<file path="src/rtl/uart_bridge_pkg.sv">
// Shared encodings and sizing for the uart <-> AES block bridge.
// Imported by the RX path (top) and the TX block serializer.
package uart_bridge_pkg;

  localparam int BLOCK_BYTES_DEF = 16;

  function automatic int cnt_width(input int n);
    return $clog2(n + 1);
  endfunction

  localparam int CNT_W = cnt_width(BLOCK_BYTES_DEF);

  typedef enum logic {
    R_COLLECT = 1'b0,
    R_HOLD    = 1'b1
  } rx_state_e;

  typedef enum logic [1:0] {
    T_IDLE      = 2'd0,
    T_LOAD      = 2'd1,
    T_WAIT_BUSY = 2'd2,
    T_WAIT_IDLE = 2'd3
  } tx_state_e;

endpackage

</file>
<file path="src/rtl/block_serializer.sv">
// TX half of the bridge: latches one block and feeds it MSB byte first
// into the uart transmitter using its wr_en / tx_busy handshake.
module block_serializer
  import uart_bridge_pkg::*;
#(
  parameter int BLOCK_BYTES = BLOCK_BYTES_DEF
) (
  input  logic                     i_clock,
  input  logic                     i_reset_n,
  input  logic [8*BLOCK_BYTES-1:0] i_blk,
  input  logic                     i_blk_valid,
  output logic                     o_blk_ready,
  input  logic                     i_tx_busy,
  output logic                     o_tx_wr_en,
  output logic [7:0]               o_tx_data
);

  localparam int W  = 8 * BLOCK_BYTES;
  localparam int CW = cnt_width(BLOCK_BYTES);
  localparam logic [CW-1:0] LAST = CW'(BLOCK_BYTES - 1);

  tx_state_e       r_state;
  tx_state_e       w_next;
  logic [W-1:0]    r_shift;
  logic [CW-1:0]   r_cnt;
  logic            r_wr_en;
  logic            r_ready;
  logic            w_accept;
  logic            w_fire;
  logic            w_done_byte;

  always_ff @(posedge i_clock or negedge i_reset_n) begin
    if (!i_reset_n) r_state <= T_IDLE;
    else            r_state <= w_next;
  end

  always_comb begin
    w_next = r_state;
    unique case (r_state)
      T_IDLE:      if (w_accept)   w_next = T_LOAD;
      T_LOAD:      if (!i_tx_busy) w_next = T_WAIT_BUSY;
      T_WAIT_BUSY: if (i_tx_busy)  w_next = T_WAIT_IDLE;
      T_WAIT_IDLE:
        if (!i_tx_busy)
          w_next = (r_cnt == LAST) ? T_IDLE : T_LOAD;
      default:     w_next = T_IDLE;
    endcase
  end

  always_comb begin
    w_accept    = (r_state == T_IDLE) && r_ready && i_blk_valid;
    w_fire      = (r_state == T_LOAD) && !i_tx_busy;
    w_done_byte = (r_state == T_WAIT_IDLE) && !i_tx_busy;
  end

  // A byte only counts as sent once busy has risen and fallen again.
  always_ff @(posedge i_clock or negedge i_reset_n) begin
    if (!i_reset_n) begin
      r_shift <= '0;
      r_cnt   <= '0;
      r_wr_en <= 1'b0;
      r_ready <= 1'b0;
    end else begin
      r_wr_en <= w_fire;
      r_ready <= (w_next == T_IDLE);
      if (w_accept) begin
        r_shift <= i_blk;
        r_cnt   <= '0;
      end else if (w_done_byte) begin
        r_shift <= {r_shift[W-9:0], 8'h00};
        r_cnt   <= r_cnt + CW'(1);
      end
    end
  end

  assign o_blk_ready = r_ready;
  assign o_tx_wr_en  = r_wr_en;
  assign o_tx_data   = r_shift[W-1 -: 8];

endmodule

</file>
<file path="src/rtl/uart_block_bridge.sv">
// Byte/block adapter between the uart byte ports and the AES core.
// RX assembles blocks inline here; TX is delegated to block_serializer.
module uart_block_bridge
  import uart_bridge_pkg::*;
#(
  parameter int BLOCK_BYTES    = BLOCK_BYTES_DEF,
  parameter int TIMEOUT_CYCLES = 1_000_000
) (
  input  logic                     clock,
  input  logic                     reset_n,
  input  logic                     rx_rdy,
  input  logic [7:0]               rx_data,
  output logic                     rx_rdy_clr,
  input  logic                     tx_busy,
  output logic                     tx_wr_en,
  output logic [7:0]               tx_data,
  output logic [8*BLOCK_BYTES-1:0] blk_out,
  output logic                     blk_out_valid,
  input  logic                     blk_out_ready,
  input  logic [8*BLOCK_BYTES-1:0] blk_in,
  input  logic                     blk_in_valid,
  output logic                     blk_in_ready,
  output logic                     rx_frame_drop
);

  localparam int W  = 8 * BLOCK_BYTES;
  localparam int CW = cnt_width(BLOCK_BYTES);
  localparam int TW = (TIMEOUT_CYCLES > 1) ? $clog2(TIMEOUT_CYCLES) : 1;
  localparam bit TO_EN = (TIMEOUT_CYCLES > 0);
  localparam logic [CW-1:0] LAST = CW'(BLOCK_BYTES - 1);
  localparam logic [TW-1:0] TO_LAST =
    TW'((TIMEOUT_CYCLES > 0) ? TIMEOUT_CYCLES - 1 : 0);

  rx_state_e      r_rx_state;
  rx_state_e      w_rx_next;
  logic [W-1:0]   r_rx_shift;
  logic [CW-1:0]  r_rx_cnt;
  logic [TW-1:0]  r_to_cnt;
  logic           r_rdy_clr;
  logic           r_valid;
  logic           r_drop;
  logic           w_cap;
  logic           w_last;
  logic           w_release;
  logic           w_to_run;
  logic           w_to_fire;

  always_ff @(posedge clock or negedge reset_n) begin
    if (!reset_n) r_rx_state <= R_COLLECT;
    else          r_rx_state <= w_rx_next;
  end

  always_comb begin
    w_rx_next = r_rx_state;
    unique case (r_rx_state)
      R_COLLECT: if (w_last)    w_rx_next = R_HOLD;
      R_HOLD:    if (w_release) w_rx_next = R_COLLECT;
      default:   w_rx_next = R_COLLECT;
    endcase
  end

  // rdy is still high while clr is out; skipping that cycle avoids a re-read.
  always_comb begin
    w_cap     = (r_rx_state == R_COLLECT) && rx_rdy && !r_rdy_clr;
    w_last    = w_cap && (r_rx_cnt == LAST);
    w_release = (r_rx_state == R_HOLD) && blk_out_ready;
    w_to_run  = TO_EN && (r_rx_state == R_COLLECT) &&
                (r_rx_cnt != '0) && !w_cap;
    w_to_fire = w_to_run && (r_to_cnt == TO_LAST);
  end

  always_ff @(posedge clock or negedge reset_n) begin
    if (!reset_n) begin
      r_rx_shift <= '0;
      r_rx_cnt   <= '0;
      r_to_cnt   <= '0;
      r_rdy_clr  <= 1'b0;
      r_valid    <= 1'b0;
      r_drop     <= 1'b0;
    end else begin
      r_rdy_clr <= w_cap;
      r_drop    <= w_to_fire;
      if (w_cap)
        r_rx_shift <= {r_rx_shift[W-9:0], rx_data};
      if (w_cap)
        r_rx_cnt <= r_rx_cnt + CW'(1);
      else if (w_release || w_to_fire)
        r_rx_cnt <= '0;
      if (w_last)
        r_valid <= 1'b1;
      else if (w_release)
        r_valid <= 1'b0;
      if (w_to_fire || !w_to_run)
        r_to_cnt <= '0;
      else
        r_to_cnt <= r_to_cnt + TW'(1);
    end
  end

  assign rx_rdy_clr    = r_rdy_clr;
  assign blk_out       = r_rx_shift;
  assign blk_out_valid = r_valid;
  assign rx_frame_drop = r_drop;

  block_serializer #(
    .BLOCK_BYTES (BLOCK_BYTES)
  ) u_ser (
    .i_clock     (clock),
    .i_reset_n   (reset_n),
    .i_blk       (blk_in),
    .i_blk_valid (blk_in_valid),
    .o_blk_ready (blk_in_ready),
    .i_tx_busy   (tx_busy),
    .o_tx_wr_en  (tx_wr_en),
    .o_tx_data   (tx_data)
  );

endmodule

</file>
<file path="config.mk">
export PLATFORM = sky130hd
export DESIGN_NAME = uart_block_bridge
export DESIGN_NICKNAME = d
export VERILOG_FILES = /design/src/rtl/uart_bridge_pkg.sv /design/src/rtl/block_serializer.sv /design/src/rtl/uart_block_bridge.sv
export SDC_FILE = /design/constraint.sdc
export NUM_CORES = 1
export LEC_CHECK = 0
export ABC_AREA = 1
export ABC_CLOCK_PERIOD_IN_PS = 2130
export CORE_MARGIN = 5
export CORE_UTILIZATION = 55
export DETAILED_ROUTE_END_ITERATION = 8
export PLACE_DENSITY = 0.86
export SYNTH_ARGS = -nofsm -noshare
export SYNTH_HDL_FRONTEND = slang
export SYNTH_SLANG_ARGS = --single-unit
export TNS_END_PERCENT = 10
</file>
<file path="constraint.sdc">
create_clock -name clock -period 2.13 [get_ports clock]
set_input_delay 0.213 -clock clock [delete_from_list [all_inputs] [get_ports clock]]
set_output_delay 0.213 -clock clock [all_outputs]
set_load 0.02 [all_outputs]
</file>
# ---- Word-level counts from Yosys, hierarchy flattened
# Index checks and enable logic that the tools add are counted.
dict set report totals {
  regBits 294
  inputBits 142
  output_inout_bits 141
  wordCells 63
}
dict set report op_classes {
  n_addsub 3
  eq_ne 6
  muxes 18
  bitwise 1
  n_reduce_logical 23
}
# cell count
set ops {}
lappend ops {{128-bit two-way mux} 2}
lappend ops {{20-bit by 1-bit adder with 20-bit output (second input constant)} 1}
lappend ops {{20-bit equality test (second input constant)} 1}
lappend ops {{20-bit two-way mux} 1}
lappend ops {{5-bit two-way mux} 4}
lappend ops {{1-bit logical AND} 11}
lappend ops {{5-bit by 1-bit adder with 5-bit output (second input constant)} 2}
lappend ops {{5-bit by 4-bit equality test with 1-bit output (second input constant)} 2}
lappend ops {{2-bit two-way mux} 4}
lappend ops {{2-bit case mux with 4 select lines} 1}
lappend ops {{2-bit nonzero test} 3}
lappend ops {{1-bit two-way mux} 5}
lappend ops {{5-bit nonzero test} 1}
lappend ops {{2-bit equality test (second input constant)} 2}
lappend ops {{1-bit zero test} 4}
lappend ops {{2-bit zero test} 2}
lappend ops {{2-bit by 1-bit equality test with 1-bit output (second input constant)} 1}
lappend ops {{1-bit logical OR} 2}
lappend ops {{1-bit case mux with 2 select lines} 1}
lappend ops {{1-bit inverter} 1}

# ---- Depth between registers and ports, before layout
dict set report depth {
  depth_word 9
  depth_mapped 9
}

# ---- By module
# From an unflattened synthesis, not the netlist that was laid out.
dict set report hier_totals {
  hier_cells 1510
  hier_area_um2 12705.9
}
# mod instances cells_each area_per_inst_um2 seq_area_each_um2
set modules_own_cells {}
lappend modules_own_cells {uart_block_bridge 1 747 6386.1 3928.8}
lappend modules_own_cells {block_serializer 1 763 6319.8 3428.3}

# ---- Worst setup path after synthesis
# Ideal clock, no wire load.
dict set report synth_timing {
  kind {register to register}
  startpoint {register r_to_cnt[0]}
  endpoint {register r_to_cnt[17]}
  setup_time_ns 0.117
  arrival_time_ns 1.281
  required_ns 2.013
  setup_slack_ns 0.732
  stages_incl_launch_ff 8
  cell_sequence {dfrtp_1 ha_1 nand3_1 inv_1 nand3_2 nand2_2 buf_4 nor2_1}
}
dict set report synth_via {
  elab_chain_len 4
  elab_cells_between_ends 5
  classes_between {add/sub (1); eq/ne (1); mux (1); reduce/logical (2)}
}
# element line
set synth_rtl {}
lappend synth_rtl {{start, declared} uart_block_bridge.sv:38} ;# logic [TW-1:0] r_to_cnt;
lappend synth_rtl {{start signal, assigned} uart_block_bridge.sv:96} ;# r_to_cnt <= r_to_cnt + TW'(1);
lappend synth_rtl {{parallel branches: the longest is 3 deep, another holds 20-bit by 1-bit adder with 20-bit output} n/a}
lappend synth_rtl {{20-bit two-way mux *} uart_block_bridge.sv:93} ;# if (w_to_fire || !w_to_run)
# Mark *: on every way between the ends.
# A chain may end at the register's enable or synchronous reset.

# ---- Final worst setup path
dict set report layout_timing {
  startpoint {register r_rx_shift[24], in the netlist blk_out[24]}
  endpoint {output port blk_out[24]}
}
# element line
set layout_rtl {}
lappend layout_rtl {{start, declared} uart_block_bridge.sv:36} ;# logic [W-1:0] r_rx_shift;
lappend layout_rtl {{start signal, assigned} uart_block_bridge.sv:84} ;# r_rx_shift <= {r_rx_shift[W-9:0], rx_data};
lappend layout_rtl {{end, declared} uart_block_bridge.sv:17} ;# output logic [8*BLOCK_BYTES-1:0] blk_out,
# No word-level cell between the ends.

==> results.sh <==
export IMPL_sw_frac_of_total_pct=34.89
export IMPL_period_share_pct=85.45
export IMPL_power_internal_uw=13410
export IMPL_multi_input_comb_area_um2=4370
export IMPL_p_comb_share_pct=34.8
export IMPL_critPathMaxFanout=3
export IMPL_min_period_ns=1.820
export IMPL_power_density_nw_per_um2=1213
export IMPL_root_buffer="clkbuf_16"
export IMPL_total_power_uw=20590
export IMPL_cpLargestDelayFamily="buffers and inverters"
export IMPL_cts_setup_buffers=0
export IMPL_drtIter0Drc=768
export IMPL_dp_hpwl_um=22920
export IMPL_drive_above_1_share_pct=10.32
export IMPL_io_pins=283
export IMPL_clock_fmax_mhz=549.4
export IMPL_wire_per_inst_um=17.00
export IMPL_final_common_cell="nand2_1"
export IMPL_hold_class="in -> reg"
export IMPL_ir_drop_uv=781.8
export IMPL_maxCapViolCount=0
export IMPL_fillCellCount=1506
export IMPL_critPathBufInv=1
export IMPL_cts_tree="done"
export IMPL_setup_tns_final_ns=0
export IMPL_drt_total_wl_um=33160
export IMPL_via_count=10190
export IMPL_nets=1762
export IMPL_dieArea_um2=26450
export IMPL_hold_viol_final=0
export IMPL_final_seq_area_um2=7357
export IMPL_grt_pass1_vias=10360
export IMPL_synthCells=1350
export IMPL_worst_pin_slew_ns=0.6483
export IMPL_cts_hold_buf=1
export IMPL_ant_nets=0
export IMPL_slew_headroom_pct=56.78
export IMPL_power_switching_uw=7186
export IMPL_critPathRequiredTime_ns=1.92
export IMPL_viasPerCell=5.225
export IMPL_status="complete, no violations"
export IMPL_synthesis_nets=1498
export IMPL_die_h_um=162.6
export IMPL_cpPeakStageDelay_ns=0.66
export IMPL_syn_avg_cell_area_um2=9.492
export IMPL_insertion_delay_ns=0.55
export IMPL_cts_resized=0
export IMPL_syn_area_um2=12810
export IMPL_die_x_um=162.6
export IMPL_cts_buffers=30
export IMPL_initial_core_util_pct=56.25
export IMPL_critical_path_class="reg -> out"
export IMPL_drtPass1Iterations=5
export IMPL_ys_seq_area_share_pct=57.42
export IMPL_fin_skew_ns=0.008091
export IMPL_start_kind="flop"
export IMPL_yosysUniqueCellTypes=30
export IMPL_cts_sinks=294
export IMPL_finalSetupViolCount=0
export IMPL_crit_arrival_ns=1.61
export IMPL_p_leak_uw=0.007788
export IMPL_drc=0
export IMPL_htreeDepth=1
export IMPL_cts_clk_slew_worst_paths_ns=0.06
export IMPL_antenna_found_initial=1
export IMPL_ys_seq_elements=294
export IMPL_grt_pass1_wl_um=53700
export IMPL_path_cells="clkdlybuf4s50_1"
export IMPL_cts_path_max_buffers=3
export IMPL_rows=55
export IMPL_slew_viol_final=0
export IMPL_syn_to_final_growth_pct=32.50
export IMPL_gp_congestion=0.8615
export IMPL_seq_power_share_pct=39.9
export IMPL_overflow=0
export IMPL_grt_max_degree=132
export IMPL_cp_end_kind="output pin"
export IMPL_clkPwrFrac_pct=25.4
export IMPL_io_buffers=282
export IMPL_grtUsageTotal_pct=25.03
export IMPL_slowest_stage="clkdlybuf4s50_1"
export IMPL_coreArea_um2=22780
export IMPL_rsz0062_at_grt="false"
export IMPL_yosys_warnings=0
export IMPL_layout_common_cells="nand2_1 (542), dfrtp_1 (294), clkdlybuf4s50_1 (281)"
## path summary, 6_finish.rpt
check	endpoint	cells after the start	slack (ns)	from
worst max-delay path	blk_out[24]	1	0.31	blk_out[24]$_DFFE_PN0P_
worst min-delay path	blk_out[3]$_DFFE_PN0P_	3	0.19	rx_data[3]
worst max register to register	u_ser.r_shift[123]$_DFFE_PN0P_	7	0.43	u_ser.r_state[1]$_DFF_PN0_
worst min register to register	u_ser.r_cnt[3]$_DFFE_PN0P_	1	0.48	u_ser.r_cnt[3]$_DFFE_PN0P_
max in group asynchronous	blk_out[126]$_DFFE_PN0P_	3	1.13	reset_n
min in group asynchronous	u_ser.r_shift[81]$_DFFE_PN0P_	2	0.20	reset_n
## logic make-up (layout without fill, tap and decap cells)
group / after synthesis / in the layout / share of synthesized area [%]
flip-flops: 294 / 294 / 57.42
buffers and inverters: 240 / 527 / 8.573
AND/OR/NAND/NOR: 639 / 639 / 19.45
adder cells (fa/ha/maj): 6 / 6 / 0.5859
AO/OA/AOI/OAI: 157 / 157 / 13.02
other: 0 / 1 / 0
XOR/XNOR: 14 / 14 / 0.9570
## registers in the layout (all words and copies together) (netlist names)
name / cells
blk_out: 128
u_ser.o_blk_ready: 1
r_rx_cnt: 5
u_ser.r_cnt: 5
r_rx_state: 1
u_ser.o_tx_wr_en: 1
r_to_cnt: 20
blk_out_valid: 1
u_ser.r_state: 2
rx_frame_drop: 1
u_ser.r_shift: 128
rx_rdy_clr: 1
## cells in the mapped netlist
master / count / share of area [%]
o221ai_1: 42 / 2.9
o211ai_1: 8 / 0.47
a21oi_1: 4 / 0.16
buf_8: 1 / 0.12
o31ai_1: 1 / 0.059
inv_1: 156 / 4.6
inv_2: 5 / 0.15
o21ai_1: 13 / 0.51
nand3_2: 3 / 0.23
ha_1: 6 / 0.59
xnor2_1: 6 / 0.41
nand2_2: 3 / 0.15
nor2_4: 1 / 0.088
o21ai_0: 18 / 0.70
nor2_2: 3 / 0.15
nand2_1: 542 / 16
o22ai_1: 1 / 0.049
or2_2: 1 / 0.049
nor3_1: 1 / 0.039
o221ai_2: 70 / 8.2
nand4_1: 6 / 0.29
buf_6: 13 / 1.1
buf_1: 9 / 0.26
nor2_1: 52 / 1.5
buf_2: 26 / 1.0
dfrtp_1: 294 / 57
clkbuf_1: 15 / 0.44
buf_4: 15 / 0.88
xor2_1: 8 / 0.55
nand3_1: 27 / 1.1
## power groups by stage
stage	sequential (uW)	clock (uW)	combinational (uW)
CTS	8200	5310	7230
global route	8410	5570	7770
global placement	8200	0	6910
finish	8210	5230	7160
detailed placement	8270	0	7150
floorplan	8890	0	3680
## stage by stage
step	hold slack [ns]	instances	util (%)	area, um2	setup WS (ns)
6_report	0.1903	1951	74.53	16980	0.3099
5_1_grt	0.1832	1951	74.53	16980	0.2601
4_1_cts	0.1746	1950	74.52	16980	0.2994
3_5_place_dp	0.2338	1894	70.11	15970	0.2514
3_3_place_gp	0.2256	1894	70.11	15970	0.2828
2_1_floorplan	-0.08259	1350	-	12810	0.7319
## worst register-to-register path, cell delays in order (launching register included)
cell and delay [ns]:
dfrtp_1 0.43, nand2_2 0.12, nor2_4 0.05, inv_6 0.15, buf_12 0.34, buf_4 0.31
nand3_1 0.11, o211ai_1 0.10
## cell type report
class	instances	share of cell area [%]
multi-input combinational	816	25.74
antenna	1	0.01474
clock buffer	37	4.930
tap	313	2.307
sequential	294	43.33
timing repair buffer	311	19.13
inverter	161	3.604
clock inverter	18	0.9360
## metal layers
layer	wire length, um	up-vias	track usage [%]
met1	13400	4906	33.05
met5	0	-	0
li1	-	4859	-
met2	16430	348	41.61
met3	1958	81	4.227
met4	1373	0	10.03
No activity file was read; power rests on OpenSTA's default activity.
